[config.mk]
export PLATFORM = sky130hd
export DESIGN_NAME = video_stream_switch_flat
export DESIGN_NICKNAME = d
export VERILOG_FILES = /design/src/rtl/video_stream_switch_if.sv /design/src/rtl/video_stream_switch.sv /design/src/flat_wrapper.sv
export SDC_FILE = /design/constraint.sdc
export NUM_CORES = 1
export LEC_CHECK = 0
export ABC_AREA = 0
export ABC_CLOCK_PERIOD_IN_PS = 2220
export CORE_MARGIN = 4
export CORE_UTILIZATION = 36
export DETAILED_ROUTE_END_ITERATION = 6
export GPL_TIMING_DRIVEN = 0
export PLACE_DENSITY = 0.92
export SYNTH_ARGS = -nofsm -noshare
export SYNTH_HDL_FRONTEND = slang
export SYNTH_SLANG_ARGS = --single-unit
[constraint.sdc]
create_clock -name clk -period 2.22 [get_ports clk]
set_input_delay 0.555 -clock clk [delete_from_list [all_inputs] [get_ports clk]]
set_output_delay 0.555 -clock clk [all_outputs]
set_load 0.05 [all_outputs]
[src/rtl/video_stream_switch_if.sv]
// AXI4-Stream video bundle, LANES parallel streams sharing one bus.
// Lane i's pixel data is tdata[i*DATA_W +: DATA_W].
interface video_stream_switch_if #(
    parameter int DATA_W = 24,
    parameter int LANES  = 1
);
    logic [LANES*DATA_W-1:0] tdata;
    logic [LANES-1:0]        tvalid;
    logic [LANES-1:0]        tready;
    logic [LANES-1:0]        tlast;
    logic [LANES-1:0]        tuser;

    modport master (output tdata, tvalid, tlast, tuser, input  tready);
    modport slave  (input  tdata, tvalid, tlast, tuser, output tready);
endinterface

[src/rtl/video_stream_switch.sv]
// N:1 frame-aligned AXI4-Stream video switch with a registered output.
// A source change is deferred until the current line ends (tlast). Output
// then resumes at the next start-of-frame (tuser) of the new source.
module video_stream_switch #(
    parameter int DATA_W          = 24,
    parameter int NUM_IN          = 4,
    parameter int SEL_W           = 2,
    parameter int DROP_UNSELECTED = 1
) (
    input  logic                  clk,
    input  logic                  rstn,
    input  logic [SEL_W-1:0]      sel,
    video_stream_switch_if.slave  s_axis_video,
    video_stream_switch_if.master m_axis_video,
    output logic [SEL_W-1:0]      sel_active,
    output logic                  locked,
    output logic                  switch_done
);
    typedef enum logic [1:0] {SYNC, LOCKED, DRAIN} state_t;

    state_t              state, state_nx;
    logic [SEL_W-1:0]    act, act_nx, req, req_nx;
    logic                done_nx;
    logic                sel_ok, sel_new, out_free;
    logic                a_vld, a_last, a_user, a_rdy, acc, fwd;
    logic [DATA_W-1:0]   a_data;
    logic [NUM_IN-1:0]   rdy;

    // Out-of-range requests are ignored entirely.
    assign sel_ok   = 32'(sel) < NUM_IN;
    assign sel_new  = sel_ok && (sel != act);
    assign out_free = !m_axis_video.tvalid[0] || m_axis_video.tready[0];
    assign acc      = a_vld && a_rdy;
    // In SYNC, only the SOF beat reaches the output; earlier beats are dropped.
    assign fwd      = acc && ((state != SYNC) || a_user);
    assign sel_active = act;

    // Pick out the active input's fields.
    always_comb begin
        a_vld  = 1'b0;
        a_last = 1'b0;
        a_user = 1'b0;
        a_data = '0;
        for (int i = 0; i < NUM_IN; i++) begin
            if (act == SEL_W'(i)) begin
                a_vld  = s_axis_video.tvalid[i];
                a_last = s_axis_video.tlast[i];
                a_user = s_axis_video.tuser[i];
                a_data = s_axis_video.tdata[i*DATA_W +: DATA_W];
            end
        end
    end

    // State, active source, pending request and switch pulse.
    always_ff @(posedge clk or negedge rstn) begin
        if (!rstn) begin
            state       <= SYNC;
            act         <= '0;
            req         <= '0;
            switch_done <= 1'b0;
        end else begin
            state       <= state_nx;
            act         <= act_nx;
            req         <= req_nx;
            switch_done <= done_nx;
        end
    end

    // Next-state: retarget freely in SYNC, defer switches to the line end.
    always_comb begin
        state_nx = state;
        act_nx   = act;
        req_nx   = req;
        done_nx  = 1'b0;
        case (state)
            SYNC: begin
                if (acc && a_user) begin
                    state_nx = LOCKED;
                    done_nx  = 1'b1;
                end else if (sel_new) begin
                    act_nx = sel;
                end
            end
            LOCKED: begin
                if (sel_new) begin
                    req_nx   = sel;
                    state_nx = DRAIN;
                end
            end
            DRAIN: begin
                if (sel_ok && sel == act) begin
                    state_nx = LOCKED;
                end else begin
                    if (sel_new) req_nx = sel;
                    // The newest request wins, even one arriving with tlast.
                    if (acc && a_last) begin
                        act_nx   = req_nx;
                        state_nx = SYNC;
                    end
                end
            end
            default: state_nx = SYNC;
        endcase
    end

    // Outputs: per-input ready and lock status.
    always_comb begin
        if (state == SYNC && !a_user) a_rdy = 1'b1;
        else                          a_rdy = out_free;
        a_rdy = a_rdy && rstn;
        for (int i = 0; i < NUM_IN; i++) begin
            if (!rstn)                  rdy[i] = 1'b0;
            else if (act == SEL_W'(i))  rdy[i] = a_rdy;
            else                        rdy[i] = (DROP_UNSELECTED != 0);
        end
        s_axis_video.tready = rdy;
        locked = (state != SYNC);
    end

    // Output register: loads on a forwarded beat, empties when drained.
    always_ff @(posedge clk or negedge rstn) begin
        if (!rstn) begin
            m_axis_video.tvalid <= '0;
            m_axis_video.tdata  <= '0;
            m_axis_video.tlast  <= '0;
            m_axis_video.tuser  <= '0;
        end else if (fwd) begin
            m_axis_video.tvalid <= 1'b1;
            m_axis_video.tdata  <= a_data;
            m_axis_video.tlast  <= a_last;
            m_axis_video.tuser  <= a_user;
        end else if (m_axis_video.tready[0]) begin
            m_axis_video.tvalid <= 1'b0;
        end
    end
endmodule

[src/flat_wrapper.sv]
// flat-port wrapper written by rule: the top's interface ports become plain ports
module video_stream_switch_flat 
#(
    parameter int DATA_W          = 24,
    parameter int NUM_IN          = 4,
    parameter int SEL_W           = 2,
    parameter int DROP_UNSELECTED = 1
)
  (clk, rstn, sel, sel_active, locked, switch_done, s_axis_video_tdata, s_axis_video_tvalid, s_axis_video_tlast, s_axis_video_tuser, s_axis_video_tready, m_axis_video_tdata, m_axis_video_tvalid, m_axis_video_tlast, m_axis_video_tuser, m_axis_video_tready);
  video_stream_switch_if #(.DATA_W(DATA_W), .LANES((4))) s_axis_video_i ();
  video_stream_switch_if #(.DATA_W(DATA_W), .LANES(1)) m_axis_video_i ();
  input  logic clk;
  input  logic rstn;
  input  logic [SEL_W-1:0] sel;
  output logic [SEL_W-1:0] sel_active;
  output logic locked;
  output logic switch_done;
  input wire logic [$bits(s_axis_video_i.tdata)-1:0] s_axis_video_tdata;
  input wire logic [$bits(s_axis_video_i.tvalid)-1:0] s_axis_video_tvalid;
  input wire logic [$bits(s_axis_video_i.tlast)-1:0] s_axis_video_tlast;
  input wire logic [$bits(s_axis_video_i.tuser)-1:0] s_axis_video_tuser;
  output wire logic [$bits(s_axis_video_i.tready)-1:0] s_axis_video_tready;
  output wire logic [$bits(m_axis_video_i.tdata)-1:0] m_axis_video_tdata;
  output wire logic [$bits(m_axis_video_i.tvalid)-1:0] m_axis_video_tvalid;
  output wire logic [$bits(m_axis_video_i.tlast)-1:0] m_axis_video_tlast;
  output wire logic [$bits(m_axis_video_i.tuser)-1:0] m_axis_video_tuser;
  input wire logic [$bits(m_axis_video_i.tready)-1:0] m_axis_video_tready;
  assign s_axis_video_i.tdata = s_axis_video_tdata;
  assign s_axis_video_i.tvalid = s_axis_video_tvalid;
  assign s_axis_video_i.tlast = s_axis_video_tlast;
  assign s_axis_video_i.tuser = s_axis_video_tuser;
  assign s_axis_video_tready = s_axis_video_i.tready;
  assign m_axis_video_tdata = m_axis_video_i.tdata;
  assign m_axis_video_tvalid = m_axis_video_i.tvalid;
  assign m_axis_video_tlast = m_axis_video_i.tlast;
  assign m_axis_video_tuser = m_axis_video_i.tuser;
  assign m_axis_video_i.tready = m_axis_video_tready;
  video_stream_switch #(.DATA_W(DATA_W), .NUM_IN(NUM_IN), .SEL_W(SEL_W), .DROP_UNSELECTED(DROP_UNSELECTED)) u_core (.clk(clk), .rstn(rstn), .sel(sel), .s_axis_video(s_axis_video_i), .m_axis_video(m_axis_video_i), .sel_active(sel_active), .locked(locked), .switch_done(switch_done));
endmodule
==> summary.md, run 1 <==
| Metric | Value |
|---|---|
| Run status | `finished, final reports clean` |
| Vias in the first global route | `2254` |
| Total GRT Usage | `18.57%` |
| Num CTS Buffers | `5` |
| Finish-stage setup viols | `0` |
| Crit path DAT | `2.33 ns` |
| Critical path endpoint category | `flop` |
| Seq/Total Area, Yosys | `39.63%` |
| Post-DP HPWL | `5.480 mm` |
| Antenna violations before repair | `0` |
| Post-Syn Area per Cell | `14.81 um^2` |
| Starting Density | `38.06%` |
| Top cells by area, synth | `dfrtp_1 40%, mux4_2 26%, mux2_1 13%, mux2_2 2.1%, buf_6 1.6%` |
| PwrDens | `1336 nW/um^2` |
| Layout overhead on the synthesized area | `83.04%` |
| Drt total wl | `6.681 mm` |
| Seq cells post-synth | `34` |
| Number of synthesized flops with an enable pin | `0` |
| Grt ovf | `0` |
| Final cell count without fillers | `373` |
| Max FO, Critical Path | `10` |
| F_max | `458.6 MHz` |
| Worst path cell trace | `clkdlybuf4s50_1 > mux4_2 > and3_4 > nand2_4 > buf_6 > mux2_1` |
| CP peak stage delay | `0.46 ns` |
| Worst Skew | `0.006751 ns` |
| Async SR Flop Fraction | `100.0%` |
| Synth cell count leaders | `34 x dfrtp_1, 25 x mux2_1, 25 x mux4_2` |
| Slowest-stage cell, CP | `mux4_2` |
| I/O Pins | `148` |
| Fin nets | `413` |
| Synth Net Count | `258` |
| Via count | `1919` |
| Count leader, synth | `dfrtp_1` |
| Pre-Repair DR Iteration Count | `4` |
| Clk sink count | `34` |
| RSZ-0062 raised after global routing | `no` |
| 1st-iter DRT viols | `31` |
| Core area | `5642 um^2` |
| Critical path buffers and inverters | `2` |
| Clock Pin Slew Worst Setup and Hold Paths | `0.07 ns` |
| Post-DRT Antenna Nets | `0` |
| Fin. max-slew vios | `0` |
| RePlAce Congestion | `0.8175` |
| Wire per inst | `17.91 um` |
| Worst Setup Start Kind | `input pin` |
| Pleak | `0.001595 uW` |
| H-tree depth | `2` |
| Post-synth top area share | `39.63%` |
| Post-route setup slack | `0.03956 ns` |
| Setup_tns | `0 ns` |
| Critical path type | `input pin to flop` |
| Synth cell types | `34` |
| Yosys top cell by area | `dfrtp_1` |
| Ant diodes | `0` |
| Placed Cells | `364` |
| Critical path's top delay family | `multiplexers` |
| HP Class | `input pin to asynchronous set/reset pin` |
| Worst EP required | `2.37 ns` |
| Skew-Pair Late Insertion Delay | `0.28 ns` |
| Final hold violation count | `0` |
| Max cap viols | `0` |
| Fin crit share | `98.22%` |
| Pin count of the biggest net entering global routing | `42` |
| Die Wd | `85.23 um` |
| Core Rows | `27` |
| Synth Flop Type | `dfrtp_1` |
| Final worst path period need | `2.180 ns` |
| Synthesis Warnings | `0` |
| CTS tree | `done` |
| Die Area | `7263 um^2` |
| Mapped cell area | `2147 um^2` |
| Via-per-instance ratio | `5.145` |
| First-pass GRT wire length | `10.76 mm` |
| Clock buffer depth | `2` |
| Synth Instances | `145` |
| Ratio of cells with drive above 1 in the final layout | `23.26%` |
| VDD IR max | `0.0009111 V` |
| Input/output buffers | `147` |
| Die height | `85.23 um` |
| Residual DRC | `0` |
| Root Buffer | `clkbuf_8` |
| Design Power | `5250 uW` |
| Worst rel slew slack | `63.69%` |
| Pre-CTS setup slack | `-0.7296 ns` |
| Worst-margin pin slew | `0.5446 ns` |
layout by cell type, fill, tap and decap left out, types with 2 or more instances in the layout:
master           netlist  final
xnor2_1                2      2
nor2_1                 7      5
dfrtp_2                0      2
clkdlybuf4s50_1        0    138
nand3_1                2      2
clkbuf_8               0      8
a21boi_4               0      2
dfrtp_1               34     32
mux4_2                25     25
nor2_2                 0      2
nand2_1                8      8
buf_6                  3      4
mux2_1                25     25
mux2_2                 4      4
mux2i_1                2      2
buf_12                 0      3
buf_4                  2      5
nand2b_1               3      2
mux2_4                 2      2
dlygate4sd2_1          0      3
through the flow:
| step | area [um^2] | hold WS (ns) | utilization (%) |
|---|---|---|---|
| after CTS | 3948 | 0.2559 | 69.97 |
| after global routing | 3930 | 0.2624 | 69.66 |
| after global placement | 3749 | 0.4700 | 66.44 |
| final | 3930 | 0.2379 | 69.66 |
| after floorplan | 2187 | 0.2594 | - |
| after detailed placement | 3744 | 0.4752 | 66.36 |
final cells by class:
| type | count | area (um^2) |
|---|---|---|
| plain buffers | 8 | 107.6 |
| clock buffers | 8 | 110.1 |
| fillers | 438 | 1712 |
| inverters | 3 | 11.26 |
| multi-input cells | 98 | 1266 |
| flip-flops and latches | 34 | 853.3 |
| well taps | 72 | 90.09 |
| repair buffers | 150 | 1491 |
worst paths after layout:
kind                            slack [ns]  cells past startpoint                    from                             to
min in group clk                      0.49                      1           u_core.req[0]                  u_core.req[0]
max in group asynchronous             1.59                      1                    rstn           u_core.sel_active[0]
worst min-delay path                  0.24                      1                    rstn  u_core.m_axis_video.tdata[19]
worst max-delay path                  0.04                      6  s_axis_video_tvalid[0]   u_core.m_axis_video.tdata[5]
worst max register to register        0.09                      7    u_core.sel_active[0]   u_core.m_axis_video.tdata[5]
worst min register to register        0.49                      1           u_core.req[0]                  u_core.req[0]
metal layers:
metal  share of wire (%)  GRT usage [%]  vias up  routed length (um)
li1                    -              -      881                   -
met4                 1.2          3.597        0                  80
met1                  37          20.22      927                2453
met5                   0              0        -                   0
met2                  52          34.82      103                3503
met3                 9.6          6.311        8                 643
kinds of logic after synthesis:
| kind of cell | share of synthesized area [%] |
|---|---|
| buffers and inverters | 4.079 |
| AND/OR/NAND/NOR | 7.634 |
| multiplexers | 43.76 |
| flip-flops | 39.63 |
| XOR/XNOR | 0.8160 |
| AO/OA/AOI/OAI | 4.080 |
sequential cells by signal, indices dropped and copies added (netlist names):
register	flops
u_core.m_axis_video.tvalid	1
u_core.state	2
u_core.sel_active	2
u_core.switch_done	1
u_core.m_axis_video.tdata	24
u_core.m_axis_video.tlast	1
u_core.m_axis_video.tuser	1
u_core.req	2
what timing repair did:
action / in CTS / in global routing
resized for setup: 48 / 6
endpoints found under the setup margin: 7 / 4
pin swaps: 2 / 0
cloned: 0 / 0
hold buffers: 0 / 0
endpoints found under the hold margin: 0 / 0
setup buffers: 3 / 0
report_power, final:
part / internal (uW) / switching, uW / total (uW) / leakage [uW]
clock: 313 / 212 / 525 / 0.0000575
combinational: 1650 / 1950 / 3600 / 0.00113
sequential: 935 / 189 / 1120 / 0.000404
Power figures use the tool's default switching activity.
==> inputs of run 2 (changes only) <==
--- a/config.mk
+++ b/config.mk
@@ -6,12 +6,12 @@
 export NUM_CORES = 1
 export LEC_CHECK = 0
 export ABC_AREA = 0
-export ABC_CLOCK_PERIOD_IN_PS = 2220
+export ABC_CLOCK_PERIOD_IN_PS = 2640
 export CORE_MARGIN = 4
-export CORE_UTILIZATION = 36
+export CORE_UTILIZATION = 38
 export DETAILED_ROUTE_END_ITERATION = 6
 export GPL_TIMING_DRIVEN = 0
-export PLACE_DENSITY = 0.92
+export PLACE_DENSITY = 0.95
 export SYNTH_ARGS = -nofsm -noshare
 export SYNTH_HDL_FRONTEND = slang
 export SYNTH_SLANG_ARGS = --single-unit
==> constraint.sdc (replaced) <==
create_clock -name clk -period 2.64 [get_ports clk]
set_input_delay 0.66 -clock clk [delete_from_list [all_inputs] [get_ports clk]]
set_output_delay 0.66 -clock clk [all_outputs]
set_load 0.05 [all_outputs]
==> run 2 against run 1 <==
Against the previous run:
- final cell count decreased by 1.3%
- die area decreased by 4.8%
- combinational power decreased by 20%
- critical path depth decreased by 2
- sequential share of layout area increased by 0.73 points
- critical endpoint is now s_axis_video_tready[1]
- largest cell class unchanged
- largest power group unchanged
==> summary.md, run 2 (same netlist as run 1, synthesis figures left out) <==
| Metric | Value |
|---|---|
| CTS tree | `done` |
| Core Rows | `27` |
| Postcts setup bufs | `0` |
| Most frequent cells in the layout | `142 x clkdlybuf4s50_1, 34 x dfrtp_1, 25 x mux4_2, 25 x mux2_1` |
| Drt total wl | `6.761 mm` |
| I/O Pins | `148` |
| Run status | `finished, final reports clean` |
| Max cap viols | `0` |
| Skew-Pair Late Insertion Delay | `0.28 ns` |
| Critical path type | `input pin to output port` |
| Residual DRC | `0` |
| CP peak stage delay | `0.43 ns` |
| Layout overhead on the synthesized area | `76.57%` |
| Crit path DAT | `1.97 ns` |
| Total GRT Usage | `20.00%` |
| Most common cell after layout, fill and taps aside | `clkdlybuf4s50_1` |
| Clock Pin Slew Worst Setup and Hold Paths | `0.06 ns` |
| Post-DRT Antenna Nets | `0` |
| Clock buffer depth | `2` |
| Pin count of the biggest net entering global routing | `42` |
| Clk sink count | `34` |
| Area after DPL | `3711 um^2` |
| Worst EP required | `1.98 ns` |
| F_max | `380.0 MHz` |
| Vias in the first global route | `2130` |
| Via-per-instance ratio | `5.152` |
| Ant diodes | `0` |
| Biggest register | `u_core.m_axis_video.tdata` |
| Antenna violations before repair | `0` |
| Worst Setup Start Kind | `input pin` |
| VDD IR max | `0.001136 V` |
| Wire per inst | `18.37 um` |
| Post-CTS Hold Buffers | `0` |
| Ratio of cells with drive above 1 in the final layout | `18.92%` |
| Root Buffer | `clkbuf_8` |
| Fin nets | `408` |
| Fin crit share | `99.67%` |
| Final cell count without fillers | `368` |
| Input/output buffers | `147` |
| 1st-iter DRT viols | `37` |
| Pleak | `0.001514 uW` |
| Worst-margin pin slew | `0.5383 ns` |
| RSZ-0062 raised after global routing | `yes` |
| Core area | `5507 um^2` |
| First-pass GRT wire length | `10.94 mm` |
| Finish-stage setup viols | `0` |
| PwrDens | `1120 nW/um^2` |
| Final hold violation count | `0` |
| Final Cell Area | `3791 um^2` |
| Via count | `1896` |
| H-tree depth | `2` |
| Placed Cells | `364` |
| Critical path endpoint category | `output port` |
| HP Class | `input pin to asynchronous set/reset pin` |
| Max FO, Critical Path | `2` |
| Grt ovf | `0` |
| Die Area | `6916 um^2` |
| Max reg flops | `24` |
| Worst rel slew slack | `64.00%` |
| Final worst path period need | `2.631 ns` |
| Worst Skew | `0.005550 ns` |
| Die Wd | `83.17 um` |
| Post-DP HPWL | `5.689 mm` |
| Num CTS Buffers | `5` |
| Worst path cell trace | `clkdlybuf4s50_1 > nand3b_1 > o31a_1 > dlygate4sd2_1` |
| Pre-Repair DR Iteration Count | `4` |
| Starting Density | `38.99%` |
| Slowest-stage cell, CP | `dlygate4sd2_1` |
| Fin. max-slew vios | `0` |
| RePlAce Congestion | `0.8684` |
| Die height | `83.17 um` |
run 2: metrics by stage:
stage | setup WS (ns) | hold slack, ns | setup TNS, ns | utilization (%) | total power, uW
after floorplan | 0.06438 | 0.3644 | 0 | - | 2933
after CTS | 0.002397 | 0.3561 | 0 | 68.94 | 4299
after global routing | -0.03891 | 0.3715 | -0.04631 | 68.85 | 4478
after global placement | -1.560 | 0.4690 | -32.96 | 67.48 | 3812
final | 0.008739 | 0.3387 | 0 | 68.85 | 4247
after detailed placement | -0.4908 | 0.4800 | -1.903 | 67.39 | 3886
run 2: area by class of cell:
class,count,area (um^2)
inverter,3,11.26
fill,419,1715
sequential,34,850.8
multi-input combinational,98,1219
buffer,6,55.05
tap,72,90.09
timing repair buffer,147,1455
clock buffer,8,110.1
run 2: layer usage:
metal | up-vias | track usage [%] | part of all wire (%)
met5 | - | 0 | 0
met4 | 0 | 6.538 | 1.6
met3 | 10 | 6.349 | 8.0
met2 | 98 | 36.15 | 52
met1 | 922 | 22.14 | 39
li1 | 866 | - | -
run 2: path summary, 6_finish.rpt:
path	start	endpoint	slack, ns	cells after the start
worst max-delay path	m_axis_video_tready	s_axis_video_tready[1]	0.009	4
worst min-delay path	rstn	u_core.m_axis_video.tdata[5]	0.34	1
worst max register to register	u_core.sel_active[0]	u_core.m_axis_video.tdata[13]	0.41	6
worst min register to register	u_core.m_axis_video.tuser	u_core.m_axis_video.tuser	0.49	1
max in group asynchronous	rstn	u_core.m_axis_video.tdata[12]	1.96	1
min in group clk	u_core.m_axis_video.tuser	u_core.m_axis_video.tuser	0.49	1
run 2: power breakdown:
group          switching, uW  total [uW]  internal, uW
Sequential               144         928           784
Clock                    179         442           263
Combinational           1600        2880          1280
Total                   1920        4250          2320
run 2: what timing repair did:
item / CTS / global route
cloned: 0 / 0
gates resized for setup: 14 / 4
endpoints found under the setup margin: 4 / 4
run 2: critical path: cells and delay by family:
| family | cells | cell delay (ns) |
|---|---|---|
| simple gates | 1 | 0.18 |
| buf+inv | 2 | 0.84 |
| compound gates | 1 | 0.29 |
==> inputs of run 3 (changes only) <==
==> constraint.sdc (replaced) <==
create_clock -name clk -period 2.64 [get_ports clk]
set_input_delay 0.66 -clock clk [delete_from_list [all_inputs] [get_ports clk]]
set_output_delay 0.66 -clock clk [all_outputs]
set_load 0.02 [all_outputs]
==> run 3 against run 2 <==
Against the previous run:
- sequential share of layout area fell by 0.081 points
- die area did not move
- combinational power fell by 19%
- maximum frequency rose by 3.6%
- clock skew fell by 0.00061 ns
- design area rose by 0.36%
- worst hold slack got worse by 0.0044 ns
- wire length rose by 4.8%
- critical path depth did not move
- via count rose by 2.3%
==> summary.md, run 3 (same netlist as run 1, synthesis figures left out) <==
| Metric | Value |
|---|---|
| Max FO, Critical Path | `6` |
| PwrDens | `982.6 nW/um^2` |
| Die height | `83.17 um` |
| Crit path DAT | `1.88 ns` |
| Critical path type | `input pin to output port` |
| Die Area | `6916 um^2` |
| Core Rows | `27` |
| First-pass GRT wire length | `11.23 mm` |
| Pin count of the biggest net entering global routing | `42` |
| Finish-stage setup viols | `0` |
| Final Cell Area | `3805 um^2` |
| RePlAce Congestion | `0.8564` |
| Clock buffer depth | `2` |
| Ratio of cells with drive above 1 in the final layout | `17.85%` |
| Residual DRC | `0` |
| CP peak stage delay | `0.42 ns` |
| Slowest-stage cell, CP | `clkdlybuf4s50_1` |
| Worst rel slew slack | `65.81%` |
| Worst Skew | `0.004938 ns` |
| Total GRT Usage | `20.62%` |
| Post-DRT Antenna Nets | `0` |
| Via-per-instance ratio | `5.255` |
| Final worst path period need | `2.541 ns` |
| Fin crit share | `96.24%` |
| Post-DP HPWL | `5.978 mm` |
| Pre-Repair DR Iteration Count | `4` |
| Vias in the first global route | `2218` |
| 1st-iter DRT viols | `20` |
| VDD IR max | `0.0006541 V` |
| Starting Density | `38.99%` |
| Run status | `finished, final reports clean` |
| Worst EP required | `1.98 ns` |
| Input/output buffers | `147` |
| I/O Pins | `148` |
| Layout overhead on the synthesized area | `77.21%` |
| Antenna violations before repair | `0` |
| Biggest register | `u_core.m_axis_video.tdata` |
| Max cap viols | `0` |
| Placed Cells | `364` |
| HP Class | `input pin to asynchronous set/reset pin` |
| Postcts setup bufs | `0` |
| Wire per inst | `19.20 um` |
| Max reg flops | `24` |
| Grt ovf | `0` |
| Worst-margin pin slew | `0.5128 ns` |
| H-tree depth | `2` |
| Skew-Pair Late Insertion Delay | `0.28 ns` |
| Worst Setup Start Kind | `input pin` |
| Num CTS Buffers | `5` |
| Fin nets | `409` |
| Die Wd | `83.17 um` |
| Critical path's top delay family | `buffers and inverters` |
| RSZ-0062 raised after global routing | `no` |
| Worst path cell trace | `clkdlybuf4s50_1 > nand2b_4 > o41a_1 > clkdlybuf4s15_2` |
| Root Buffer | `clkbuf_8` |
| Clock Pin Slew Worst Setup and Hold Paths | `0.07 ns` |
| Final hold violation count | `0` |
| Critical path buffers and inverters | `2` |
| Core area | `5507 um^2` |
| Via count | `1939` |
| Critical path endpoint category | `output port` |
| Fin. max-slew vios | `0` |
| Pre-CTS setup slack | `-0.2967 ns` |
| Clk sink count | `34` |
| F_max | `393.6 MHz` |
| Pleak | `0.001524 uW` |
| Drt total wl | `7.084 mm` |
| Core Util, Final | `69.10%` |
| Min Hold Slack | `0.3343 ns` |
| CTS tree | `done` |
| Most frequent cells in the layout | `142 x clkdlybuf4s50_1, 34 x dfrtp_1, 25 x mux4_2, 25 x mux2_1, 8 x nand2_1` |
| Ant diodes | `0` |
| Final cell count without fillers | `369` |
| Post-route setup slack | `0.09915 ns` |
| Area after DPL | `3704 um^2` |
| Most common cell after layout, fill and taps aside | `clkdlybuf4s50_1` |
run 3: changes by cell type in the layout (fill, tap and decap cells not counted), sizes merged:
cell	previous run	this run
buf	8	7
bufinv	0	1
clkbuf	9	5
clkdlybuf4s15	0	2
clkinv	1	3
dlygate4sd2	1	2
run 3: worst paths after layout:
check / startpoint / end / slack (ns) / cells past startpoint
setup / recovery: m_axis_video_tready / s_axis_video_tready[0] / 0.1 / 4
hold / removal: rstn / u_core.m_axis_video.tdata[21] / 0.33 / 1
setup reg to reg: u_core.sel_active[0] / u_core.m_axis_video.tdata[12] / 0.37 / 6
hold reg to reg: u_core.m_axis_video.tdata[9] / u_core.m_axis_video.tdata[9] / 0.49 / 1
max in group asynchronous: rstn / u_core.m_axis_video.tvalid / 1.96 / 1
min in group clk: u_core.m_axis_video.tdata[9] / u_core.m_axis_video.tdata[9] / 0.49 / 1
run 3: cell type report:
class,count,area (um^2)
Multi-Input combinational cell,98,1216
Inverter,3,11.26
Tap cell,72,90.09
Sequential cell,34,850.8
Fill cell,419,1702
Timing Repair Buffer,147,1468
Clock buffer,5,68.82
Buffer,7,60.06
Clock inverter,3,40.04
run 3: routing by layer:
metal  part of all wire [%]  vias up  GRT usage, %
met5                      0        -             0
met4                   0.62        0         3.269
met3                    8.1        6         7.440
met2                     57       94         41.55
met1                     34      970         19.96
li1                       -      869             -
run 3: per-stage QoR:
stage	power (uW)	TNS (ns)
after global routing	3968	0
after detailed placement	3335	-1.128
after CTS	3792	0
final	3739	0
after floorplan	2374	0
after global placement	3247	-31.29
run 3: timing repair:
action                     in CTS  in global routing
hold endpoints to repair        0                  0
gates resized for setup         8                  2
hold buffers                    0                  0
setup endpoints to repair       4                  2
run 3: report_power, final:
part / switching (uW) / total, uW / internal (uW) / leakage (uW)
Combinational: 1050 / 2340 / 1290 / 0.00106
Sequential: 143 / 926 / 783 / 0.000406
Clock: 193 / 471 / 278 / 0.0000579
Total: 1390 / 3740 / 2350 / 0.00152
